[src/rtl/io_cfg_ctrl.sv]
// Configuration controller for the bidirectional IO cell array: one word per pad,
// req/gnt access port and an enforced high-Z dead time on every input->output switch.
module io_cfg_ctrl #(
  parameter int unsigned NUM_PADS    = 16,
  parameter int unsigned CONF_WIDTH  = 3,
  parameter int unsigned TURN_CYCLES = 4,
  parameter int unsigned ADDR_WIDTH  = $clog2(NUM_PADS)
) (
  input  logic                           clk,
  input  logic                           rstn,
  input  logic                           cfg_req,
  input  logic                           cfg_we,
  input  logic [ADDR_WIDTH-1:0]          cfg_addr,
  input  logic [CONF_WIDTH-1:0]          cfg_wdata,
  output logic                           cfg_gnt,
  output logic                           cfg_done,
  output logic [CONF_WIDTH-1:0]          cfg_rdata,
  output logic                           cfg_err,
  output logic                           busy,
  output logic [NUM_PADS*CONF_WIDTH-1:0] io_cell_cfg,
  input  logic [NUM_PADS-1:0]            core_out,
  output logic [NUM_PADS-1:0]            pad_from_core
);

  localparam int unsigned CntWidth = $clog2(TURN_CYCLES + 1);
  localparam int unsigned CfgBits  = NUM_PADS * CONF_WIDTH;
  localparam logic [CONF_WIDTH-1:0] WordRst = CONF_WIDTH'(1);

  typedef enum logic [1:0] {StIdle, StTurn, StDone} state_e;

  state_e                  state_q, state_d;
  logic [CfgBits-1:0]      cfg_q, cfg_d;
  logic [CntWidth-1:0]     cnt_q, cnt_d;
  logic [ADDR_WIDTH-1:0]   addr_q, addr_d;
  logic [CONF_WIDTH-1:0]   data_q, data_d;
  logic [CONF_WIDTH-1:0]   rdata_q, rdata_d;
  logic                    done_q, done_d;
  logic                    err_q, err_d;
  logic                    busy_q, busy_d;
  logic [CONF_WIDTH-1:0]   cur_word;
  logic [NUM_PADS-1:0]     dir;
  logic                    addr_ok;
  logic                    in_to_out;

  function automatic logic [CfgBits-1:0] put_word(input logic [CfgBits-1:0]    vec,
                                                   input logic [ADDR_WIDTH-1:0] a,
                                                   input logic [CONF_WIDTH-1:0] w);
    logic [CfgBits-1:0] r;
    r = vec;
    for (int unsigned i = 0; i < NUM_PADS; i++) begin
      if (32'(a) == i) r[i*CONF_WIDTH +: CONF_WIDTH] = w;
    end
    return r;
  endfunction

  assign cfg_gnt = cfg_req & (state_q == StIdle);
  assign addr_ok = 32'(cfg_addr) < NUM_PADS;

  always_comb begin
    cur_word = '0;
    dir      = '0;
    for (int unsigned i = 0; i < NUM_PADS; i++) begin
      dir[i] = cfg_q[i*CONF_WIDTH];
      if (32'(cfg_addr) == i) cur_word = cfg_q[i*CONF_WIDTH +: CONF_WIDTH];
    end
  end

  // Only a 1->0 flip of the direction bit needs the dead time.
  assign in_to_out     = cur_word[0] & ~cfg_wdata[0];
  assign pad_from_core = core_out & ~dir;

  always_comb begin
    state_d = state_q;
    cfg_d   = cfg_q;
    cnt_d   = cnt_q;
    addr_d  = addr_q;
    data_d  = data_q;
    rdata_d = '0;
    done_d  = 1'b0;
    err_d   = 1'b0;
    unique case (state_q)
      StIdle: begin
        if (cfg_gnt) begin
          done_d = 1'b1;
          err_d  = ~addr_ok;
          if (!cfg_we) begin
            rdata_d = cur_word;
          end else if (addr_ok) begin
            if (in_to_out) begin
              done_d  = 1'b0;
              addr_d  = cfg_addr;
              data_d  = cfg_wdata;
              cnt_d   = CntWidth'(TURN_CYCLES);
              state_d = StTurn;
            end else begin
              cfg_d = put_word(cfg_q, cfg_addr, cfg_wdata);
            end
          end
        end
      end
      StTurn: begin
        if (cnt_q == CntWidth'(1)) begin
          cfg_d   = put_word(cfg_q, addr_q, data_q);
          done_d  = 1'b1;
          state_d = StDone;
        end else begin
          cnt_d = cnt_q - CntWidth'(1);
        end
      end
      StDone: state_d = StIdle;
      default: state_d = StIdle;
    endcase
    busy_d = (state_d == StTurn);
  end

  always_ff @(posedge clk or negedge rstn) begin
    if (!rstn) begin
      state_q <= StIdle;
      cfg_q   <= {NUM_PADS{WordRst}};
      cnt_q   <= '0;
      addr_q  <= '0;
      data_q  <= '0;
      rdata_q <= '0;
      done_q  <= 1'b0;
      err_q   <= 1'b0;
      busy_q  <= 1'b0;
    end else begin
      state_q <= state_d;
      cfg_q   <= cfg_d;
      cnt_q   <= cnt_d;
      addr_q  <= addr_d;
      data_q  <= data_d;
      rdata_q <= rdata_d;
      done_q  <= done_d;
      err_q   <= err_d;
      busy_q  <= busy_d;
    end
  end

  assign cfg_done    = done_q;
  assign cfg_err     = err_q;
  assign cfg_rdata   = rdata_q;
  assign busy        = busy_q;
  assign io_cell_cfg = cfg_q;

endmodule

[config.mk]
export PLATFORM = sky130hd
export DESIGN_NAME = io_cfg_ctrl
export DESIGN_NICKNAME = d
export VERILOG_FILES = /design/src/rtl/io_cfg_ctrl.sv
export SDC_FILE = /design/constraint.sdc
export NUM_CORES = 1
export LEC_CHECK = 0
export CORE_UTILIZATION = 40
export DETAILED_ROUTE_END_ITERATION = 8
export PLACE_DENSITY_LB_ADDON = 0.08
export SYNTH_ARGS = -nofsm -noshare
export SYNTH_HDL_FRONTEND = slang
export SYNTH_SLANG_ARGS = --single-unit
export TNS_END_PERCENT = 100
[constraint.sdc]
create_clock -name clk -period 2.6 [get_ports clk]
set_input_delay 0.39 -clock clk [delete_from_list [all_inputs] [get_ports clk]]
set_output_delay 0.39 -clock clk [all_outputs]
set_load 0.01 [all_outputs]
# [Word-level counts from Yosys, hierarchy flattened]
# Cells that the tools add are included.
[op_classes] reduce_logical=22 n_addsub=1 eq_ne=71 n_mux=71 bitwise_logic=5
[ops] operator="$mux 48" n=4
[ops] operator="$mux 3" n=55
[ops] operator="$reduce_and 7->1" n=16
[ops] operator="$pmux 48 s2" n=1
[ops] operator="$eq 4x4->1 const B" n=16
[ops] operator="$ne 2x2->1 const B" n=22
[ops] operator="$eq 4x3->1 const B" n=8
[ops] operator="$ne 2x1->1 const B" n=16
[ops] operator="$and 16x16->16" n=1
[ops] operator="$eq 4x2->1 const B" n=4
[ops] operator="$not 16->16" n=1
[ops] operator="$eq 4x1->1 const B" n=2
[ops] operator="$logic_not 4->1" n=2
[ops] operator="$mux 2" n=4
[ops] operator="$pmux 3 s2" n=1
[ops] operator="$reduce_and 5->1" n=1
[ops] operator="$eq 2x1->1 const B" n=2
[ops] operator="$mux 1" n=4
[ops] operator="$pmux 2 s2" n=1
[ops] operator="$reduce_and 4->1" n=1
[ops] operator="$eq 3x1->1 const B" n=1
[ops] operator="$sub 3x1->3 const B" n=1
[ops] operator="$and 1x1->1" n=2
[ops] operator="$logic_not 2->1" n=1
[ops] operator="3 further kinds" n=3
[totals] output_inout_bits=71 regBits=65 wordCells=193 input_bits=27

# [Longest topological paths before layout]
[depth] depth_word=23 depth_mapped=9 ltp_nobuf=8

# [Worst setup path before layout]
# No wires, ideal clock.
[synth_path] path_type="input-to-reg" start="input port cfg_addr[1]" end="register cfg_q[13] (netlist: io_cell_cfg[13])" setup_ns=0.125 path_stages=7 slack_ns=0.402 required_ns=2.475 n_path_buf=2 arrival_ns=2.074 cell_sequence="buf_2 > or2_2 > clkbuf_1 > or4_1 > o41ai_1 > nor3b_2 > mux2_2"
[synth_between] elab_chain_cells=20 word_cells_on_any_way=36 cone_classes="eq/ne (17); mux (16); bitwise (1); reduce/logical (2)"
[synth_rtl] item="start: declaration" line_no="13" rtl="input logic [ADDR_WIDTH-1:0] cfg_addr,"
[synth_rtl] item="$logic_not 4->1" line_no="64" rtl="if (32'(cfg_addr) == i) cur_word = cfg_q[i*CONF_WIDTH +: CONF_WIDTH];"
[synth_rtl] item="$mux 3 (16 in a row)" line_no="64"
[synth_rtl] item="$and 1x1->1" line_no="69" rtl="assign in_to_out = cur_word[0] & ~cfg_wdata[0];"
[synth_rtl] item="$ne 2x2->1 (no source line)"
[synth_rtl] item="$reduce_and 7->1 (no source line) *"
[synth_rtl] item="end signal: assignment" line_no="119" rtl="cfg_q <= {NUM_PADS{WordRst}};"
[synth_rtl] item="end signal: assignment" line_no="129" rtl="cfg_q <= cfg_d;"
[synth_rtl] item="end: declaration" line_no="32" rtl="logic [CfgBits-1:0] cfg_q, cfg_d;"
# Mark *: on every way between the ends. The rest lies on a longest branch, timed or not.
# A chain may end at the register's enable or synchronous reset.

# [Worst setup path in the final report]
[layout_path] start="input port cfg_addr[1]" end="register addr_q[0]"
[layout_between] elab_chain_cells=19 word_cells_on_any_way=34 cone_classes="eq/ne (15); mux (16); bitwise (1); reduce/logical (2)"
[layout_rtl] item="$logic_not 4->1" line_no="64"
[layout_rtl] item="$mux 3 (15 in a row)" line_no="64"
[layout_rtl] item="$mux 3 *" line_no="64"
[layout_rtl] item="$and 1x1->1 *" line_no="69"
[layout_rtl] item="$reduce_and 4->1 (no source line) *"
[layout_rtl] item="end signal: assignment" line_no="131" rtl="addr_q <= addr_d;"
[layout_rtl] item="end: declaration" line_no="34" rtl="logic [ADDR_WIDTH-1:0] addr_q, addr_d;"
# Marks and branches as above.

==> reports/results.ini <==
[power]
leakagePower_nw = 2.41
ir_drop_uv = 587
p_per_area_nw_per_um2 = 909

[cts]
path_clk_slew_ns = 0.07
clockBufferDepth = 2
ctsHoldBuffers = 0
tritoncts = built
ctsResizeCount = 0
worstSkewPairLatency_ns = 0.36
cts_root_buffer = clkbuf_8
htreeDepth = 3
cts_setup_buffers = 0
cts_sinks = 65
cts_buffers = 9

[route]
drtPass1Iterations = 7
vias = 4103
wl_per_cell_um = 18.5
avgViaCountPerCell = 5.59
ant_nets = 0
drtIter0Drc = 295
routed_wl_um = 13600
remaining_drc_errors = 0

[synthesis]
yosysSeqAreaShare_pct = 39.5
yosys.area_share.simple_pct = 24.0
synth-xor-area-share_pct = 0
synth_top_family_by_area = simple AND/OR/NAND/NOR gates
synth_compound_area_share_pct = 15.7
synth_edf_count = 0
synth_fp_nets = 485
postSynthAreaPerCell_um2 = 9.14
synthAdderAreaFrac_pct = 0.600
ys_async_sr_fraction_pct = 100
synthFlopType = dfrtp_1
synth_seq_cells = 65
synth_cell_types = 54
synth_mux_area_share_pct = 15.9
ys_warn_count = 0
syn_inst = 456
syn-cell-area_um2 = 4170

[layout]
drive_gt1_share_pct = 23.3
num-fill-cells = 926
layout_commonest_cell = clkdlybuf4s50_1
seqCellArea_um2 = 1650
layout.nets = 625
antenna_cells = 0
fin_area_um2 = 5850
final_cell_mix = clkdlybuf4s50_1 (95), buf_4 (52), dfrtp_1 (49), nand2_1 (48), mux2_2 (38)
stdcell_count = 734
multiInputGateArea_um2 = 2350
area_delta_synth_final_pct = 40.3

[timing]
max_clock_freq_mhz = 399
finalClockSkew_ns = 0.00744
period_minus_slack_ns = 2.51
setup_viol = 0
whs_ns = -0.000340
worst_slew_pin_slew_ns = 0.520
hold_viol_final = 1
timing.final.crit_share_pct = 96.5
rsz0062_at_grt = no
relSlewSlack_pct = 65.3
drv_slew = 0

[die]
die_h_um = 104
dieArea_um2 = 10800
core-area_um2 = 9950
io_pins = 98
die_w_um = 104
row_count = 36
start_util_pct = 41.9

[setup_path]
cp-end-kind = register
cp.required_ns = 2.84
crit_path_start = cfg_addr[1]
timing.rr.start = io_cell_cfg[36]
path_class = in -> reg
critPathMaxFanout = 15
cp.arrival_ns = 2.75
start_kind = input pin

[global_route]
grt_pass1_vias = 4067
grt-ovfl-total = 0
grt_usage_pct = 26.2
grt_max_degree = 28
grt_pass1_wl_um = 21900
antenna_found_initial = 0

[place]
place_area_um2 = 5650
place_congestion = 0.958
hpwl_um = 10100
dp_cells = 718
port_buffers = 96

[run_status]
violations = negative hold slack
status = finished, violations left

[job]
drv_cap = 0

[worst_hold_path]
hold_class = in -> async

-- worst max-delay path, cell delays in order --
cell,delay [ns]
clkdlybuf4s50_1,0.50
buf_12,0.14
or3b_2,0.45
o22ai_1,0.23
a211o_1,0.22
buf_4,0.14
a31o_2,0.28
mux2_2,0.38
-- routing by layer --
| metal | track usage, % | share of wire (%) |
|---|---|---|
| met1 | 35.4 | 45 |
| met2 | 42.0 | 47 |
| met3 | 4.64 | 6.4 |
| met4 | 9.29 | 2.3 |
| met5 | 0 | 0 |
-- area by class of cell --
type / instances / share of cell area [%]
clock buffers: 11 / 2.42
clock inverters: 5 / 0.941
inverters: 17 / 1.09
multi-input cells: 351 / 40.2
flip-flops and latches: 65 / 28.1
well taps: 133 / 2.84
repair buffers: 152 / 24.4
-- worst paths after layout --
path	to	slack, ns	depth (start not counted)
worst min-delay path	cnt_q[1]	-0.0003	1
min in group clk	io_cell_cfg[15]	0.49	2
worst max-delay path	addr_q[0]	0.09	8
worst max register to register	io_cell_cfg[28]	0.28	7
worst min register to register	io_cell_cfg[15]	0.49	2
max in group asynchronous	io_cell_cfg[3]	1.80	2
-- synth_stat cells, types with 2 or more instances --
cell type	n	share of area, %
clkbuf_1	10	0.90
a311oi_2	2	0.72
o32ai_1	5	1.1
nand3_1	18	2.2
nor3b_1	4	0.72
dfstp_2	16	10
inv_1	17	1.5
a22oi_1	2	0.36
o2bb2ai_1	3	0.63
nor2_1	36	3.2
mux2_2	38	10
or2_2	4	0.60
nand4b_1	2	0.42
and2_1	5	0.75
dfrtp_1	49	29
o21ai_0	15	1.8
nand2b_1	7	1.1
o2111ai_1	2	0.42
buf_1	2	0.18
nor3_1	13	1.6
buf_4	2	0.36
a311oi_1	6	1.3
nand2_1	48	4.3
nor2b_1	28	4.2
a21oi_1	27	3.2
ha_1	2	0.60
and3_1	2	0.30
o22ai_1	12	1.8
nand3b_1	9	1.6
or3_1	10	1.5
a22o_1	9	1.9
or3b_2	2	0.42
buf_2	8	0.96
mux2i_1	21	5.0
-- registers in the layout, summed over array words and instances, names as in the netlist --
| signal | count |
|---|---|
| cfg_done | 1 |
| cfg_rdata | 3 |
| cnt_q | 3 |
| data_q | 3 |
| addr_q | 4 |
| state_q | 2 |
| io_cell_cfg | 48 |
| busy | 1 |
-- report_power, final --
| part | switching, W | internal, W | total [W] |
|---|---|---|---|
| registers | 0.000405 | 0.00142 | 0.00182 |
| logic | 0.00123 | 0.00138 | 0.00262 |
| clock network | 0.000410 | 0.000466 | 0.000875 |
-- through the flow --
stage | TNS (ns) | setup slack [ns] | power [W] | hold WS [ns] | utilization (%)
final | 0 | 0.0919 | 0.00532 | -0.000340 | 58.8
after global routing | 0 | 0.0315 | 0.00564 | 0.0277 | 58.8
after CTS | 0 | 0.112 | 0.00534 | 0.00742 | 58.8
after detailed placement | -7.85 | -0.244 | 0.00444 | 0.395 | 56.8
after global placement | -6.82 | -0.211 | 0.00440 | 0.392 | 56.8
after floorplan | 0 | 0.402 | 0.00308 | 0.0944 | -
-- cell families after synthesis --
| logic type | count (synthesis) |
|---|---|
| flops | 65 |
| other cells | 1 |
| mux | 60 |
| fa+ha+maj | 2 |
| compound gates | 94 |
| simple gates | 194 |
| buf+inv | 40 |
Power figures use the tool's default switching activity.
